===== src/rtl/seven_segment_scanner.sv =====
// Time-multiplexed N-digit hex seven-segment driver with shadow capture and blanking.
// Optional macro SEVEN_SEG_LEADING_ZERO_BLANK_EN also darkens leading zero digits.
module seven_segment_scanner #(
  parameter int unsigned NUM_DIGITS = 4,
  parameter int unsigned SCAN_DIV   = 50000,
  parameter bit          ACTIVE_LOW = 1'b1
) (
  input  logic                      i_clk,
  input  logic                      i_reset_n,
  input  logic [4*NUM_DIGITS-1:0]   i_num_binary,
  input  logic [NUM_DIGITS-1:0]     i_blank,
  input  logic                      i_load,
  output logic [6:0]                o_display,
  output logic [NUM_DIGITS-1:0]     o_digit_en,
  output logic                      o_frame_done
);

  localparam int unsigned PW = (SCAN_DIV > 1) ? $clog2(SCAN_DIV) : 1;
  localparam int unsigned IW = (NUM_DIGITS > 1) ? $clog2(NUM_DIGITS) : 1;
  localparam int unsigned DW = 4 * NUM_DIGITS;
  localparam logic [PW-1:0]         PRESC_LAST = PW'(SCAN_DIV - 1);
  localparam logic [IW-1:0]         IDX_LAST   = IW'(NUM_DIGITS - 1);
  localparam logic [6:0]            SEG_OFF    = ACTIVE_LOW ? 7'h7F : 7'h00;
  localparam logic [NUM_DIGITS-1:0] EN_OFF     = {NUM_DIGITS{ACTIVE_LOW}};

  logic [PW-1:0]         r_presc;
  logic [IW-1:0]         r_idx;
  logic [DW-1:0]         r_data;
  logic [NUM_DIGITS-1:0] r_blank;
  logic [6:0]            r_display;
  logic [NUM_DIGITS-1:0] r_digit_en;
  logic                  r_frame_done;

  logic                  w_tick;
  logic [PW-1:0]         w_presc_nxt;
  logic [IW-1:0]         w_idx_nxt;
  logic [DW-1:0]         w_data_nxt;
  logic [NUM_DIGITS-1:0] w_blank_nxt;
  logic [3:0]            w_nib;
  logic                  w_dark;
  logic [IW-1:0]         w_msd;
  logic [6:0]            w_display_nxt;
  logic [NUM_DIGITS-1:0] w_digit_en_nxt;
  logic                  w_frame_done_nxt;

  // Segments-on pattern (g..a) for one hex nibble, before polarity
  function automatic logic [6:0] hex_to_seg(input logic [3:0] nib);
    logic [6:0] seg;
    seg = 7'b0000000;
    case (nib)
      4'h0: seg = 7'b0111111;
      4'h1: seg = 7'b0000110;
      4'h2: seg = 7'b1011011;
      4'h3: seg = 7'b1001111;
      4'h4: seg = 7'b1100110;
      4'h5: seg = 7'b1101101;
      4'h6: seg = 7'b1111101;
      4'h7: seg = 7'b0000111;
      4'h8: seg = 7'b1111111;
      4'h9: seg = 7'b1101111;
      4'hA: seg = 7'b1110111;
      4'hB: seg = 7'b1111100;
      4'hC: seg = 7'b0111001;
      4'hD: seg = 7'b1011110;
      4'hE: seg = 7'b1111001;
      4'hF: seg = 7'b1110001;
      default: seg = 7'b0000000;
    endcase
    return seg;
  endfunction

  // Register bank: scan counters, shadow copy and registered pin drivers
  always_ff @(posedge i_clk or negedge i_reset_n) begin
    if (!i_reset_n) begin
      r_presc      <= '0;
      r_idx        <= '0;
      r_data       <= '0;
      r_blank      <= '0;
      r_display    <= SEG_OFF;
      r_digit_en   <= EN_OFF;
      r_frame_done <= 1'b0;
    end else begin
      r_presc      <= w_presc_nxt;
      r_idx        <= w_idx_nxt;
      r_data       <= w_data_nxt;
      r_blank      <= w_blank_nxt;
      r_display    <= w_display_nxt;
      r_digit_en   <= w_digit_en_nxt;
      r_frame_done <= w_frame_done_nxt;
    end
  end

  // Next-state and output decode; outputs follow the pre-edge index and shadow
  always_comb begin
    w_tick           = (r_presc == PRESC_LAST);
    w_presc_nxt      = r_presc + PW'(1);
    w_idx_nxt        = r_idx;
    w_data_nxt       = r_data;
    w_blank_nxt      = r_blank;
    w_nib            = 4'h0;
    w_dark           = 1'b0;
    w_msd            = '0;
    w_digit_en_nxt   = '0;
    w_frame_done_nxt = w_tick && (r_idx == IDX_LAST);

    if (w_tick) begin
      w_presc_nxt = '0;
      w_idx_nxt   = (r_idx == IDX_LAST) ? '0 : r_idx + IW'(1);
    end

    if (i_load) begin
      w_data_nxt  = i_num_binary;
      w_blank_nxt = i_blank;
    end

    for (int k = 0; k < int'(NUM_DIGITS); k++) begin
      if (IW'(k) == r_idx) begin
        w_nib             = r_data[4*k +: 4];
        w_dark            = r_blank[k];
        w_digit_en_nxt[k] = 1'b1;
      end
      if (r_data[4*k +: 4] != 4'h0) begin
        w_msd = IW'(k);
      end
    end

`ifdef SEVEN_SEG_LEADING_ZERO_BLANK_EN
    if (r_idx > w_msd) begin
      w_dark = 1'b1;
    end
`endif

    w_display_nxt  = w_dark ? SEG_OFF
                            : (ACTIVE_LOW ? ~hex_to_seg(w_nib) : hex_to_seg(w_nib));
    w_digit_en_nxt = w_digit_en_nxt ^ EN_OFF;
  end

  assign o_display    = r_display;
  assign o_digit_en   = r_digit_en;
  assign o_frame_done = r_frame_done;

endmodule


===== config.mk =====
export PLATFORM = sky130hd
export DESIGN_NAME = seven_segment_scanner
export DESIGN_NICKNAME = d
export VERILOG_FILES = /design/src/rtl/seven_segment_scanner.sv
export SDC_FILE = /design/constraint.sdc
export NUM_CORES = 1
export LEC_CHECK = 0
export ABC_AREA = 1
export ABC_CLOCK_PERIOD_IN_PS = 1900
export BUFFER_PORTS_ARGS = -buffer_cell sky130_fd_sc_hd__buf_2
export CORE_MARGIN = 4
export CORE_UTILIZATION = 40
export CTS_BUF_LIST = sky130_fd_sc_hd__clkbuf_16
export CTS_CLUSTER_DIAMETER = 50
export DETAILED_ROUTE_END_ITERATION = 6
export PLACE_DENSITY = 0.64
export SYNTH_ARGS = -nofsm -noshare
export SYNTH_HDL_FRONTEND = slang
export SYNTH_SLANG_ARGS = --single-unit

===== constraint.sdc =====
create_clock -name i_clk -period 1.9 [get_ports i_clk]
set_input_delay 0.38 -clock i_clk [delete_from_list [all_inputs] [get_ports i_clk]]
set_output_delay 0.38 -clock i_clk [all_outputs]
set_load 0.02 [all_outputs]

==> results_dict.tcl <==
set metrics [dict create \
    finalSetupViolCount 0 \
    wire_per_inst_um 11.7 \
    cts_made_buffers 5 \
    start_kind "flop" \
    synth.avg_cell_area_um2 8.92 \
    synth_edf_count 0 \
    netlist_area_um2 2510 \
    syn_inst 281 \
    dieArea_um2 7600 \
    p_switching_mw 0.592 \
    post_drt_via_cell_ratio 4.82 \
    grt_max_degree 51 \
    synth_commonest_cells "68 x nand2_1, 39 x dfrtp_1, 38 x inv_1" \
    grt_pass1_vias 2027 \
    gp_congestion 0.854 \
    clock-sinks 50 \
    drc 0 \
    track_usage_pct 14.3 \
    dp_cells 393 \
    initial_utilization_pct 41.8 \
    layout.cells.non_filler 401 \
    internal_power_mw 1.88 \
    ys_seq_elements 50 \
    hold_violations 0 \
    outcome "finished clean" \
    drive_gt1_share_pct 31.6 \
    multi_input_area_um2 1120 \
    overflow 0 \
    cts_setup_buffers 0 \
    cp_slowest_cell "dfrtp_1" \
    cts_buffer_depth 2 \
    critPathArrivalTime_ns 1.97 \
    clk_latency_ns 0.29 \
    n_fill_cell 548 \
    switching_share_pct 23.9 \
    yosysSeqAreaShare_pct 50.5 \
    ioPinCount 35 \
    tightest_slew_ns 0.441 \
    pwr-share-clk_pct 40.8 \
    num_rows 28 \
    hold_path_class "input pin to asynchronous set/reset pin" \
    synth_compound_area_share_pct 6.49 \
    synth_top_family_by_area "simple AND/OR/NAND/NOR gates" \
    yosys.area_share.simple_pct 22.1 \
    synth_area_leaders "dfrtp_1 39%, dfstp_2 12%, nand2_1 10%, inv_1 5.7%, ha_1 5.5%" \
    synth-xor-area-share_pct 2.10 \
    yosys.area.top_type_share_pct 38.9 \
    ant_nets 0 \
    synth_adder_area_share_pct 5.49 \
    endpoint "o_display[3]" \
    grt_antenna_before_repair 0 \
    root_buffer "clkbuf_16" \
    final.period_utilization_pct 92.5 \
    async_flop_share_pct 100 \
    port_buffers 34 \
    dp_hpwl_um 3490 \
    drtIter0Drc 42 \
    fmax_mhz 569 \
    num_vias 1931 \
    die_h_um 87.2 \
    worstPathMaxFanout 5 \
    p_leak_nw 1.52 \
    rr_endpoint "o_display[3]" \
    path_cells "inv_2 -> ha_4 -> a21oi_1 -> nand2_1 -> a21oi_2 -> inv_1 -> ha_1 -> inv_1 -> nand2_1 -> nand3_1 -> nand3_1" \
    ys.flop_type "dfrtp_1" \
    cpPeakStageDelay_ns 0.42 \
    drtPass1Iterations 4 \
    maxSlewHeadroom_pct 70.6 \
    worst_setup_path_end_kind "flop" \
    grt_pass1_wl_um 8580 \
    synth_nets 315 \
    yosysWarnings 0 \
    worst-setup-path-type "flop to flop" \
    yosysTopAreaCell "dfrtp_1" \
    core-area_um2 5990 \
    fin_skew_ns 0.00510 \
    crit_start "r_idx[1]" \
    ir_worst_vdd_v 0.000386 \
    combPwrFrac_pct 12.0 \
    path_clk_slew_ns 0.07 \
    synth_cell_types 30 \
    yosys-mux-area-fraction_pct 5.39 \
    die_w_um 87.2 \
    rrSetupSlack_ns 0.14 \
    htree_levels 2 \
    antennaDiodeCount 0 \
    p_per_area_nw_per_um2 807 \
    period_needed_ns 1.76 \
    regArea_um2 1270 \
    slew_viol_final 0 \
    seqPwrFrac_pct 47.2 \
    final_nets 359 \
    reg2reg_depth 11 \
    wl_um 4710 \
    regToRegStartpoint "r_idx[1]" \
    synth.most_common_cell "nand2_1" \
    synthToLayoutAreaGrowth_pct 22.4 \
    worstPathRequired_ns 2.11 \
    fin_util_pct 51.2 \
    cts_tree "yes" \
    cap_violations 0 \
]
==> state kept, by name, summed over array words and instances, names as in the netlist <==
signal	cells
o_frame_done	1
r_presc	16
o_display	7
o_digit_en	4
r_idx	2
r_data	16
r_blank	4
==> cell families (layout without fill, tap and decap cells) <==
family | Yosys count | count (layout)
XOR/XNOR | 6 | 6
flip-flops | 50 | 50
buffers and inverters | 49 | 94
AO/OA/AOI/OAI | 31 | 31
AND/OR/NAND/NOR | 122 | 122
adder cells (fa/ha/maj) | 11 | 11
multiplexers | 12 | 12
==> how the worst min path moves through the flow <==
stage | start | end | slack (ns)
2_1_floorplan | i_reset_n | o_frame_done | 0.08
3_3_place_gp | i_reset_n | r_blank[1] | 0.39
5_1_grt | i_reset_n | r_data[2] | 0.09
3_5_place_dp | i_reset_n | r_blank[1] | 0.39
4_1_cts | i_reset_n | r_blank[1] | 0.08
6_report | i_reset_n | r_data[2] | 0.06
==> final cells by class <==
class | instances | share of cell area [%]
well taps | 75 | 3.06
flip-flops and latches | 50 | 41.3
repair buffers | 42 | 7.91
multi-input cells | 182 | 36.6
inverters | 44 | 5.63
clock buffers | 5 | 4.08
clock inverters | 3 | 1.47
==> routing by layer <==
| layer | track usage, % | up-vias | wire length, µm |
|---|---|---|---|
| met5 | 0 | - | 0 |
| met4 | 6.00 | 0 | 83 |
| met3 | 3.41 | 9 | 316 |
| met2 | 25.7 | 49 | 2380 |
| met1 | 16.0 | 893 | 1930 |
| li1 | - | 980 | - |
==> placed cells by master (no fill, tap or decap), types with 5 or more instances in the layout <==
| master | instances |
|---|---|
| buf_2 | 34 |
| xor2_1 | 6 |
| inv_1 | 36 |
| o21ai_0 | 12 |
| a21oi_1 | 12 |
| nand2_1 | 67 |
| dfrtp_1 | 38 |
| inv_2 | 6 |
| nor2_1 | 18 |
| nand3_1 | 16 |
| buf_4 | 7 |
| dfstp_2 | 11 |
| clkbuf_16 | 5 |
| ha_1 | 5 |
| mux2_2 | 12 |
==> worst max-delay path, delay by kind of cell, from the launching register on <==
kind                     cells  cell delay (ns)
buffers and inverters        3             0.24
flip-flops                   1             0.42
AND/OR/NAND/NOR              4             0.29
adder cells (fa/ha/maj)      2             0.48
AO/OA/AOI/OAI                2             0.26
==> per-stage QoR <==
step	worst slack, ns	total power, mW	hold WS (ns)	area [µm²]	setup TNS (ns)
floorplan	0.0232	1.37	0.0844	2510	0
global placement	0.0642	1.48	0.388	2810	0
detailed placement	0.0399	1.48	0.393	2810	0
CTS	0.00174	2.50	0.0813	2980	0
global route	-0.00542	2.60	0.0949	3070	-0.00542
finish	0.142	2.47	0.0645	3070	0
==> timing repair <==
| action | in CTS | in global routing |
|---|---|---|
| resized for setup | 0 | 20 |
| endpoints found under the setup margin | 0 | 7 |
| hold buffers | 0 | 0 |
==> power groups by stage <==
stage               logic (mW)  registers, mW  clock network [mW]
floorplan                0.155           1.22                   0
global placement         0.289           1.19                   0
detailed placement       0.292           1.19                   0
CTS                      0.294           1.17                1.04
global route             0.341           1.17                1.09
finish                   0.298           1.17                1.01
(Power assumes the default switching activity.)
